File: config.mk
export PLATFORM = sky130hd
export DESIGN_NAME = vga_draw_arbiter
export DESIGN_NICKNAME = d
export VERILOG_FILES = /design/src/rtl/vga_draw_arbiter.sv
export SDC_FILE = /design/constraint.sdc
export NUM_CORES = 1
export LEC_CHECK = 0
export CAP_MARGIN = 20
export CORE_ASPECT_RATIO = 0.9
export CORE_MARGIN = 1
export CORE_UTILIZATION = 38
export DETAILED_ROUTE_END_ITERATION = 10
export GPL_TIMING_DRIVEN = 0
export PLACE_DENSITY = 0.77
export SLEW_MARGIN = 20
export SYNTH_ARGS = -nofsm -noshare
export SYNTH_HDL_FRONTEND = slang
export SYNTH_SLANG_ARGS = --single-unit
File: constraint.sdc
create_clock -name clk -period 1.7 [get_ports clk]
set_input_delay 0.34 -clock clk [delete_from_list [all_inputs] [get_ports clk]]
set_output_delay 0.34 -clock clk [all_outputs]
set_load 0.02 [all_outputs]
File: src/rtl/vga_draw_arbiter.sv
// vga_draw_arbiter
// Shares the single VGA pixel-write port between the tower, car and
// screen/text drawers. One requester owns the port at a time for a burst of
// up to MAX_BURST pixels; ownership rotates round-robin with one idle cycle
// between owners. Accepted pixels appear on the VGA side one clock later.
//
// Ports:
//   clk, resetn          clock, asynchronous active-low reset
//   req[NREQ]            per-requester pixel valid
//   coord_in[15*NREQ]    slice i = {x[7:0], y[6:0]}
//   colour_in[9*NREQ]    slice i = 9-bit RGB
//   ack[NREQ]            combinational pixel-accepted strobe (grant & req)
//   grant[NREQ]          registered one-hot owner
//   busy                 registered, high while a requester owns the port
//   coordinates, colours registered pixel to the VGA adapter
//   VGA_write_enable     registered pixel write strobe
//
// Optional feature macro: VGA_ARB_CLIP_EN -- when defined, accepted pixels
// outside X_MAX x Y_MAX are acked and counted but not written.
module vga_draw_arbiter #(
  parameter int unsigned NREQ      = 3,
  parameter int unsigned MAX_BURST = 64,
  parameter int unsigned X_MAX     = 160,
  parameter int unsigned Y_MAX     = 120
) (
  input  logic                clk,
  input  logic                resetn,
  input  logic [NREQ-1:0]     req,
  input  logic [15*NREQ-1:0]  coord_in,
  input  logic [9*NREQ-1:0]   colour_in,
  output logic [NREQ-1:0]     ack,
  output logic [NREQ-1:0]     grant,
  output logic                busy,
  output logic [14:0]         coordinates,
  output logic [8:0]          colours,
  output logic                VGA_write_enable
);

  localparam int unsigned IDXW    = (NREQ > 1) ? $clog2(NREQ) : 1;
  localparam int unsigned CNTW    = 8;
  localparam int unsigned COORD_W = 15;
  localparam int unsigned COL_W   = 9;

  // Elaboration-time guard on parameter ranges the counters and clip compare rely on.
  if (MAX_BURST < 1 || MAX_BURST > 255 || X_MAX > 256 || Y_MAX > 128) begin : g_bad_param
    $error("vga_draw_arbiter: parameter out of range");
  end

  typedef enum logic {IDLE, GRANT} state_e;

  state_e               state_q, state_d;
  logic [NREQ-1:0]      grant_q, grant_d;
  logic                 busy_q, busy_d;
  logic [IDXW-1:0]      owner_q, owner_d;
  logic [IDXW-1:0]      rr_q, rr_d;
  logic [CNTW-1:0]      cnt_q, cnt_d;
  logic [COORD_W-1:0]   coord_q, coord_d;
  logic [COL_W-1:0]     colour_q, colour_d;
  logic                 we_q, we_d;

  logic                 sel_found;
  logic [IDXW-1:0]      sel_idx;
  logic [IDXW-1:0]      cand;
  logic [IDXW-1:0]      next_rr;
  logic [COORD_W-1:0]   own_coord;
  logic [COL_W-1:0]     own_colour;
  logic                 accept;
  logic                 pix_ok;

  assign own_coord  = coord_in[COORD_W*owner_q +: COORD_W];
  assign own_colour = colour_in[COL_W*owner_q +: COL_W];
  assign accept     = (state_q == GRANT) && req[owner_q];
  assign next_rr    = (owner_q == IDXW'(NREQ-1)) ? '0 : owner_q + IDXW'(1);

`ifdef VGA_ARB_CLIP_EN
  // Off-screen pixels are consumed but never written.
  assign pix_ok = ({1'b0, own_coord[14:7]} < 9'(X_MAX)) &&
                  ({1'b0, own_coord[6:0]}  < 8'(Y_MAX));
`else
  assign pix_ok = 1'b1;
`endif

  // Round-robin pick: first pending requester at or above the pointer, wrapping.
  always_comb begin
    sel_found = 1'b0;
    sel_idx   = '0;
    cand      = '0;
    for (int unsigned k = 0; k < NREQ; k++) begin
      cand = IDXW'((32'(rr_q) + k) % NREQ);
      if (!sel_found && req[cand]) begin
        sel_found = 1'b1;
        sel_idx   = cand;
      end
    end
  end

  // Next-state and registered-output logic.
  always_comb begin
    state_d  = state_q;
    grant_d  = grant_q;
    owner_d  = owner_q;
    rr_d     = rr_q;
    cnt_d    = cnt_q;
    coord_d  = coord_q;
    colour_d = colour_q;
    we_d     = 1'b0;
    case (state_q)
      IDLE: begin
        if (sel_found) begin
          state_d = GRANT;
          grant_d = NREQ'(1) << sel_idx;
          owner_d = sel_idx;
          cnt_d   = '0;
        end
      end
      GRANT: begin
        if (accept) begin
          cnt_d = cnt_q + CNTW'(1);
          if (pix_ok) begin
            we_d     = 1'b1;
            coord_d  = own_coord;
            colour_d = own_colour;
          end
        end
        // Dropped req and the last burst accept are one release, one pointer step.
        if (!accept || (cnt_q == CNTW'(MAX_BURST-1))) begin
          state_d = IDLE;
          grant_d = '0;
          rr_d    = next_rr;
          cnt_d   = '0;
        end
      end
      default: begin
        state_d = IDLE;
        grant_d = '0;
      end
    endcase
    busy_d = (state_d == GRANT);
  end

  always_ff @(posedge clk or negedge resetn) begin
    if (!resetn) begin
      state_q  <= IDLE;
      grant_q  <= '0;
      busy_q   <= 1'b0;
      owner_q  <= '0;
      rr_q     <= '0;
      cnt_q    <= '0;
      coord_q  <= '0;
      colour_q <= '0;
      we_q     <= 1'b0;
    end else begin
      state_q  <= state_d;
      grant_q  <= grant_d;
      busy_q   <= busy_d;
      owner_q  <= owner_d;
      rr_q     <= rr_d;
      cnt_q    <= cnt_d;
      coord_q  <= coord_d;
      colour_q <= colour_d;
      we_q     <= we_d;
    end
  end

  assign ack              = grant_q & req;
  assign grant            = grant_q;
  assign busy             = busy_q;
  assign coordinates      = coord_q;
  assign colours          = colour_q;
  assign VGA_write_enable = we_q;

endmodule
-- Yosys cells after proc, flatten, opt, wreduce, memory -nomap -nowiden
Index checks and enable logic that the tools add are counted.
- bits of input ports: 77
- word-level logic and storage cells: 70
- register bits: 41
- mux-type cells: 27
- shifts and indexed selects: 3
- $add $sub $neg: 4
- reductions and logical operators: 12
- bitwise operators: 2
- div/mod/pow operators: 3
- order comparisons: 4
- multiply operators: 2
- eq/ne operators: 5
- operators with widths (cell ; count):
    32-bit by 2-bit remainder unit with 32-bit output (second input constant) ; 2
    45-bit by 7-bit variable part select with 15-bit output ; 1
    2-bit by 2-bit remainder unit with 32-bit output (second input constant) ; 1
    27-bit by 7-bit variable part select with 9-bit output ; 1
    8-bit 2-to-1 mux ; 3
    8-bit one-hot mux with 2 select lines ; 1
    2-bit by 3-bit < comparator with 1-bit output (second input constant) ; 4
    4-bit by 2-bit multiplier with 6-bit output (first input constant) ; 2
    1-bit 2-to-1 mux ; 11
    2-bit AND reduction ; 5
    8-bit by 1-bit adder with 8-bit output (second input constant) ; 1
    1-bit binary-select mux with 2-bit select ; 4
    8-bit by 6-bit == test with 1-bit output (second input constant) ; 1
    2-bit 2-to-1 mux ; 4
    3-bit 2-to-1 mux ; 2
    3-bit one-hot mux with 2 select lines ; 1
    2-bit by 1-bit adder with 3-bit output (second input constant) ; 1
    2-bit by 2-bit adder with 3-bit output (second input constant) ; 1
    3-bit AND ; 1
    1-bit logical AND ; 3
    1-bit zero test ; 3
    3-bit by 1-bit inequality test with 1-bit output (second input constant) ; 1
    1-bit by 2-bit left shift with 3-bit output (first input constant) ; 1
    2-bit by 1-bit adder with 2-bit output (second input constant) ; 1
    other kinds (6) ; 6

-- Logic depth before layout (Yosys ltp)
Gate-level depths: netlist of run 1.
- depth in word-level cells: 13
- mapped depth: 9

-- Worst setup path after synthesis of run 1
No wires, ideal clock.
- path type: reg2reg
- start: register rr_q[0]
- end: register cnt_q[4]
- cell stages (with the launch flop): 10
- required time: 1.575 ns
- slack: -0.220 ns
- buffers on the path: 2
- library setup time: 0.125 ns
- period minus slack after synthesis: 1.920 ns
- data arrival time: 1.795 ns
- cells stage by stage: dfrtp_1 > inv_1 > ha_1 > buf_2 > nor2b_1 > o21ai_1 > and4_4 > buf_6 > a21o_1 > mux2_2
- longest elaborated chain between the ends: 12
- ends and longest elaborated chain (what ; RTL line ; text):
    start, declared ; 55 ; logic [IDXW-1:0] rr_q, rr_d;
    start signal, assigned ; 157 ; rr_q <= rr_d;
    branches (longest 9 deep; another with 32-bit by 2-bit remainder unit with 32-bit output) ; n/a ;
    1-bit 2-to-1 mux (*) ; 90 ; if (!sel_found && req[cand]) begin
    2-bit inequality test (no source line) (*) ; n/a ;
    2-bit AND reduction (no source line) (*) ; n/a ;
    end signal, assigned ; 158 ; cnt_q <= cnt_d;
    end, declared ; 56 ; logic [CNTW-1:0] cnt_q, cnt_d;
Every way passes the cells marked *. The select of a mux whose other input is x is not followed.
A chain may end at the register's enable or synchronous reset.

-- Worst setup path in the final report of run 1
- start: register rr_q[1]
- end: register cnt_q[4]
Same word-level chain as after synthesis.

==> metrics.csv, run 1 <==
metric,value,unit
outcome,finished with violations,
violations,setup timing,
r2r_end,cnt_q[4],
clk_pin_slew,0.09,ns
syn_inst,269,
synth-seq-cells,41,
power.density,1670,mW/mm2
path_max_fanout,8,
end_kind,flip-flop,
hold_ws,0.424,ns
wl,7000,um
area_delta_synth_final,64.8,%
rsz0062_at_grt,true,
irDropWorstVdd,0.000782,V
place_congestion,0.846,
multiInputGateArea,0.00142,mm2
drtIter0Drc,82,
async_reset_ff_share,100,%
synth_nets,351,
viasPerCell,5.17,
final_antenna_net_count,0,
layout.nets,474,
setup_viol_count_final,34,
drt_pass1_iterations,4,
core,0.00611,mm2
pin_count,109,
cts_tree,yes,
cts.path.max_buffers,2,
fillers,506,
start_util,39.4,%
hold_viol,0,
dpl_cell_area,0.00364,mm2
vias,2482,
stdcell_area,0.00397,mm2
maxCapViolCount,0,
r2r_slack,-0.18,ns
row_count,27,
cts_inserted_buffers,5,
drc,0,
relSlewSlack,63.8,%
insertion_delay,0.31,ns
yosysUniqueCellTypes,42,
reg2reg_from,rr_q[1],
path_class,flip-flop to flip-flop,
overflow,0,
synth_edf_count,0,
detail_route.wl_per_cell,14.6,um
post-route-period-util,111,%
min_path_type,input pin to asynchronous set/reset pin,
worstMarginPinSlew,0.543,ns
diodes,0,
die-area,0.00666,mm2
synth-main-ff-cell,dfrtp_1,
total_power,6.62,mW
leakagePower,1.69,nW
track_usage,21.9,%
grt_max_degree,33,
setup_ws,-0.179,ns
crit_arrival,2.07,ns
ys_seq_area_share,42.6,%
grt_pass1_vias,2457,
slew_viol_final,0,
yosysWarnings,0,
cp-start-kind,flip-flop,
cts_sinks,41,
r2r_cells,6,
root_buffer,clkbuf_8,
htree_levels,2,
grt_pass1_wl,11500,um
seqCellArea,0.00103,mm2
drive_above_1_share,15.3,%
period_needed,1.88,ns
layout_common_cells,"clkdlybuf4s50_1 (100), dfrtp_1 (39), nand2_1 (33), o21ai_0 (28)",
layout_commonest_cell,clkdlybuf4s50_1,
dieHeight,77.5,um
syn_area,0.00241,mm2
antenna_found_initial,0,
syn_area_per_cell,8.95,um2
dp_hpwl,4940,um
die_w,85.9,um
port_buffers,108,
worst_clock_skew,0.00753,ns
required,1.89,ns
fmax,532,MHz
==> cell type report <==
| type | count | area share [%] |
|---|---|---|
| buffer | 14 | 2.49 |
| clock buffer | 6 | 2.08 |
| clock inverter | 2 | 0.945 |
| inverter | 7 | 0.788 |
| multi-input combinational | 205 | 35.8 |
| sequential | 41 | 25.9 |
| tap | 87 | 2.74 |
| timing repair buffer | 118 | 29.3 |
==> cells by family (layout without fill, tap and decap cells) <==
| family | Yosys count | count (layout) | synth area share [%] |
|---|---|---|---|
| simple gates | 86 | 86 | 16.5 |
| compound gates | 83 | 83 | 20.5 |
| flops | 41 | 41 | 42.6 |
| mux | 31 | 31 | 13.1 |
| buf+inv | 23 | 147 | 4.78 |
| fa+ha+maj | 5 | 5 | 2.60 |
==> synth_stat cells, types with 2 or more instances <==
master,number,share of area (%)
a21o_1,2,0.62
o21ai_1,2,0.42
a22o_1,3,1.1
a21oi_1,27,5.6
nand2_1,33,5.1
nand2b_1,2,0.52
mux2i_1,27,11
inv_1,6,0.93
dfrtp_1,41,43
mux2_2,4,1.9
ha_1,5,2.6
and2_1,3,0.78
clkbuf_1,8,1.2
buf_6,3,1.4
nor2b_1,7,1.8
o21bai_1,2,0.62
buf_2,5,1.0
nor2_1,27,4.2
nand3b_1,3,0.93
o21ai_0,33,6.9
nand3_1,4,0.83
o21a_1,2,0.62
==> where the power goes <==
| group | internal (mW) | switching [mW] |
|---|---|---|
| Clock | 0.478 | 0.370 |
| Sequential | 1.35 | 0.251 |
| Combinational | 2.03 | 2.15 |
==> worst max-delay path, cell delays in order, from the launching register on <==
cell	delay (ns)
dfrtp_2	0.48
ha_4	0.20
mux2i_2	0.16
o211a_1	0.27
and4_4	0.24
a21o_1	0.16
mux2_4	0.25
==> worst max-delay path by stage <==
stage	endpoint	startpoint	slack, ns	depth (start not counted)
finish	cnt_q[4]	rr_q[1]	-0.18	6
global route	cnt_q[4]	rr_q[0]	-0.23	7
CTS	cnt_q[4]	rr_q[0]	-0.18	8
detailed placement	grant[2]	req[2]	-0.63	6
global placement	coordinates[0]	resetn	-0.75	1
floorplan	cnt_q[4]	rr_q[0]	-0.13	9
==> flip-flops by register name (all words and copies together) (netlist names) <==
| register | count |
|---|---|
| coordinates | 15 |
| colours | 9 |
| cnt_q | 8 |
| grant | 3 |
| owner_q | 2 |
| rr_q | 2 |
| VGA_write_enable | 1 |
| busy | 1 |
==> metal layers <==
layer	part of all wire, %	track usage (%)
met2	50	37.2
met3	6.9	6.17
met1	42	26.8
met4	0.94	7.00
met5	0	0
==> metrics by stage <==
stage,instances,TNS (ns),worst slack (ns),util [%]
floorplan,269,-0.494,-0.131,-
global placement,464,-48.84,-0.748,59.3
detailed placement,465,-19.18,-0.629,59.5
CTS,479,-1.46,-0.183,63.8
global route,480,-5.28,-0.234,64.9
finish,480,-2.51,-0.179,64.9
==> repair_timing <==
action | CTS | global route
endpoints found under the hold margin | 9 | 0
gates resized for setup | 42 | 13
pin swaps | 9 | 4
buffers inserted | 6 | 2
hold buffers | 1 | 0
setup endpoints to repair | 44 | 38
(Power assumes the default switching activity.)
==> inputs of run 2 (changes only) <==
Settings changed: PLACE_DENSITY 0.77 to 0.8.
==> run 2 against run 1 <==
Compared with the run above: the flow still finishes with violations (setup timing); clock power shrank 2%; setup slack lost 0.027 ns; critical path depth is the same; wire length rose by 9.0%; combinational power is 10% higher; first-iteration DRC count up 34%; power is 6.4% higher; clock skew grew 0.0036 ns; non-clock buffer count is 7 higher; largest cell class unchanged; largest power group unchanged.
==> metrics.csv, run 2 (synthesized netlist as in run 1, its figures left out) <==
metric,value,unit
outcome,finished with violations,
violations,setup timing,
power_frac_seq,22.9,%
hold_viol,0,
pre_cts_ws,-0.645,ns
setup_ws,-0.205,ns
die-area,0.00666,mm2
cp-start-kind,flip-flop,
largest_reg_flops,15,
power.density,1710,mW/mm2
dp_hpwl,5230,um
layout_commonest_cell,clkdlybuf4s50_1,
p_switching,2.94,mW
relSlewSlack,65.9,%
worst_clock_skew,0.0111,ns
detail_route.wl_per_cell,15.7,um
row_count,27,
diodes,0,
grt_pass1_vias,2417,
min_path_type,input pin to asynchronous set/reset pin,
drtIter0Drc,110,
clk_pin_slew,0.08,ns
worstMarginPinSlew,0.511,ns
cp_num_buf_inv,1,
multiInputGateArea,0.00146,mm2
start_util,39.4,%
p_int,4.10,mW
core,0.00611,mm2
cts_tree,yes,
crit_arrival,2.10,ns
cts.path.max_buffers,2,
insertion_delay,0.30,ns
slowest_stage,dfrtp_2,
drt_pass1_iterations,4,
root_buffer,clkbuf_8,
p_clk_share,11.8,%
cts_inserted_buffers,5,
layout.nets,481,
rsz0062_at_grt,true,
overflow,0,
seqCellArea,0.00103,mm2
drive_above_1_share,18.8,%
cp_top_family,compound AO/OA/AOI/OAI gates,
track_usage,22.6,%
maxCapViolCount,0,
place_congestion,0.858,
crit_chain,inv_4 > ha_4 > mux2i_4 > o211a_1 > a31oi_4 > mux2_4,
die_w,85.9,um
swShare,41.8,%
pin_count,109,
pwr-share-comb,65.3,%
fmax,525,MHz
htree_levels,2,
path_class,flip-flop to flip-flop,
drc,0,
period_needed,1.91,ns
fillers,464,
vias,2547,
leakagePower,1.77,nW
port_buffers,108,
post-route-period-util,112,%
slew_viol_final,0,
wl,7640,um
final_antenna_net_count,0,
antenna_found_initial,0,
grt_max_degree,31,
irDropWorstVdd,0.000696,V
area_delta_synth_final,70.9,%
end_kind,flip-flop,
required,1.89,ns
setup_viol_count_final,34,
slowest_delay,0.44,ns
dieHeight,77.5,um
layout_common_cells,"clkdlybuf4s50_1 (99), dfrtp_1 (39), nand2_1 (31), a21oi_1 (27), nor2_1 (27)",
post-route-util,67.3,%
path_max_fanout,6,
viasPerCell,5.23,
cts_sinks,41,
grt_pass1_wl,11600,um
## run 2: worst paths after layout
| kind | from | end | slack [ns] | cells after the start |
|---|---|---|---|---|
| max | rr_q[0] | owner_q[0] | -0.21 | 6 |
| min | resetn | coordinates[8] | 0.45 | 2 |
| max reg2reg | rr_q[0] | owner_q[0] | -0.21 | 6 |
| min reg2reg | coordinates[4] | coordinates[4] | 0.49 | 2 |
| max in group asynchronous | resetn | coordinates[14] | 0.79 | 3 |
| min in group clk | coordinates[4] | coordinates[4] | 0.49 | 2 |
## run 2: power groups by stage
stage / sequential [mW] / clock (mW) / combinational [mW]
after floorplan: 1.92 / 0 / 1.99
after global placement: 1.57 / 0 / 3.60
after detailed placement: 1.58 / 0 / 3.69
after CTS: 1.58 / 0.834 / 4.01
after global routing: 1.66 / 0.890 / 4.95
final: 1.61 / 0.832 / 4.60
## run 2: final cells by class
type / count / share of cell area [%]
multi-input combinational: 205 / 35.5
inverter: 7 / 0.760
buffer: 13 / 2.64
timing repair buffer: 126 / 30.6
tap: 87 / 2.64
clock buffer: 6 / 2.01
sequential: 41 / 25.0
clock inverter: 2 / 0.912
## run 2: metal layers
| layer | up-vias | part of all wire (%) | GRT usage [%] | wire [um] |
|---|---|---|---|---|
| met1 | 1196 | 40 | 27.6 | 3030 |
| li1 | 1201 | - | - | - |
| met2 | 127 | 50 | 37.9 | 3830 |
| met5 | - | 0 | 0 | 0 |
| met3 | 23 | 7.0 | 6.60 | 537 |
| met4 | 0 | 3.0 | 7.50 | 230 |
## run 2: worst reg2reg max path, stage by stage, from the launching register on
cell     delay, ns
dfrtp_2       0.44
inv_4         0.07
ha_4          0.18
mux2i_4       0.19
o211a_1       0.27
a31oi_4       0.32
mux2_4        0.33
## run 2: through the flow
stage / hold slack [ns] / TNS, ns / std cells / instance area (um2) / power (mW)
floorplan: 0.0444 / -0.494 / 269 / 2430 / 3.91
CTS: 0.450 / -3.40 / 477 / 3880 / 6.43
global placement: 0.460 / -49.53 / 464 / 3620 / 5.17
detailed placement: 0.243 / -21.68 / 465 / 3640 / 5.27
global route: 0.482 / -4.69 / 487 / 4120 / 7.50
finish: 0.447 / -2.40 / 487 / 4120 / 7.04
## run 2: what timing repair did
| item | CTS | global route |
|---|---|---|
| endpoints found under the setup margin | 42 | 41 |
| cloned | 0 | 1 |
| pin swaps | 9 | 10 |
| buffers inserted | 4 | 11 |
| gates resized for setup | 48 | 45 |
| hold buffers | 1 | 0 |
| hold endpoints to repair | 11 | 0 |
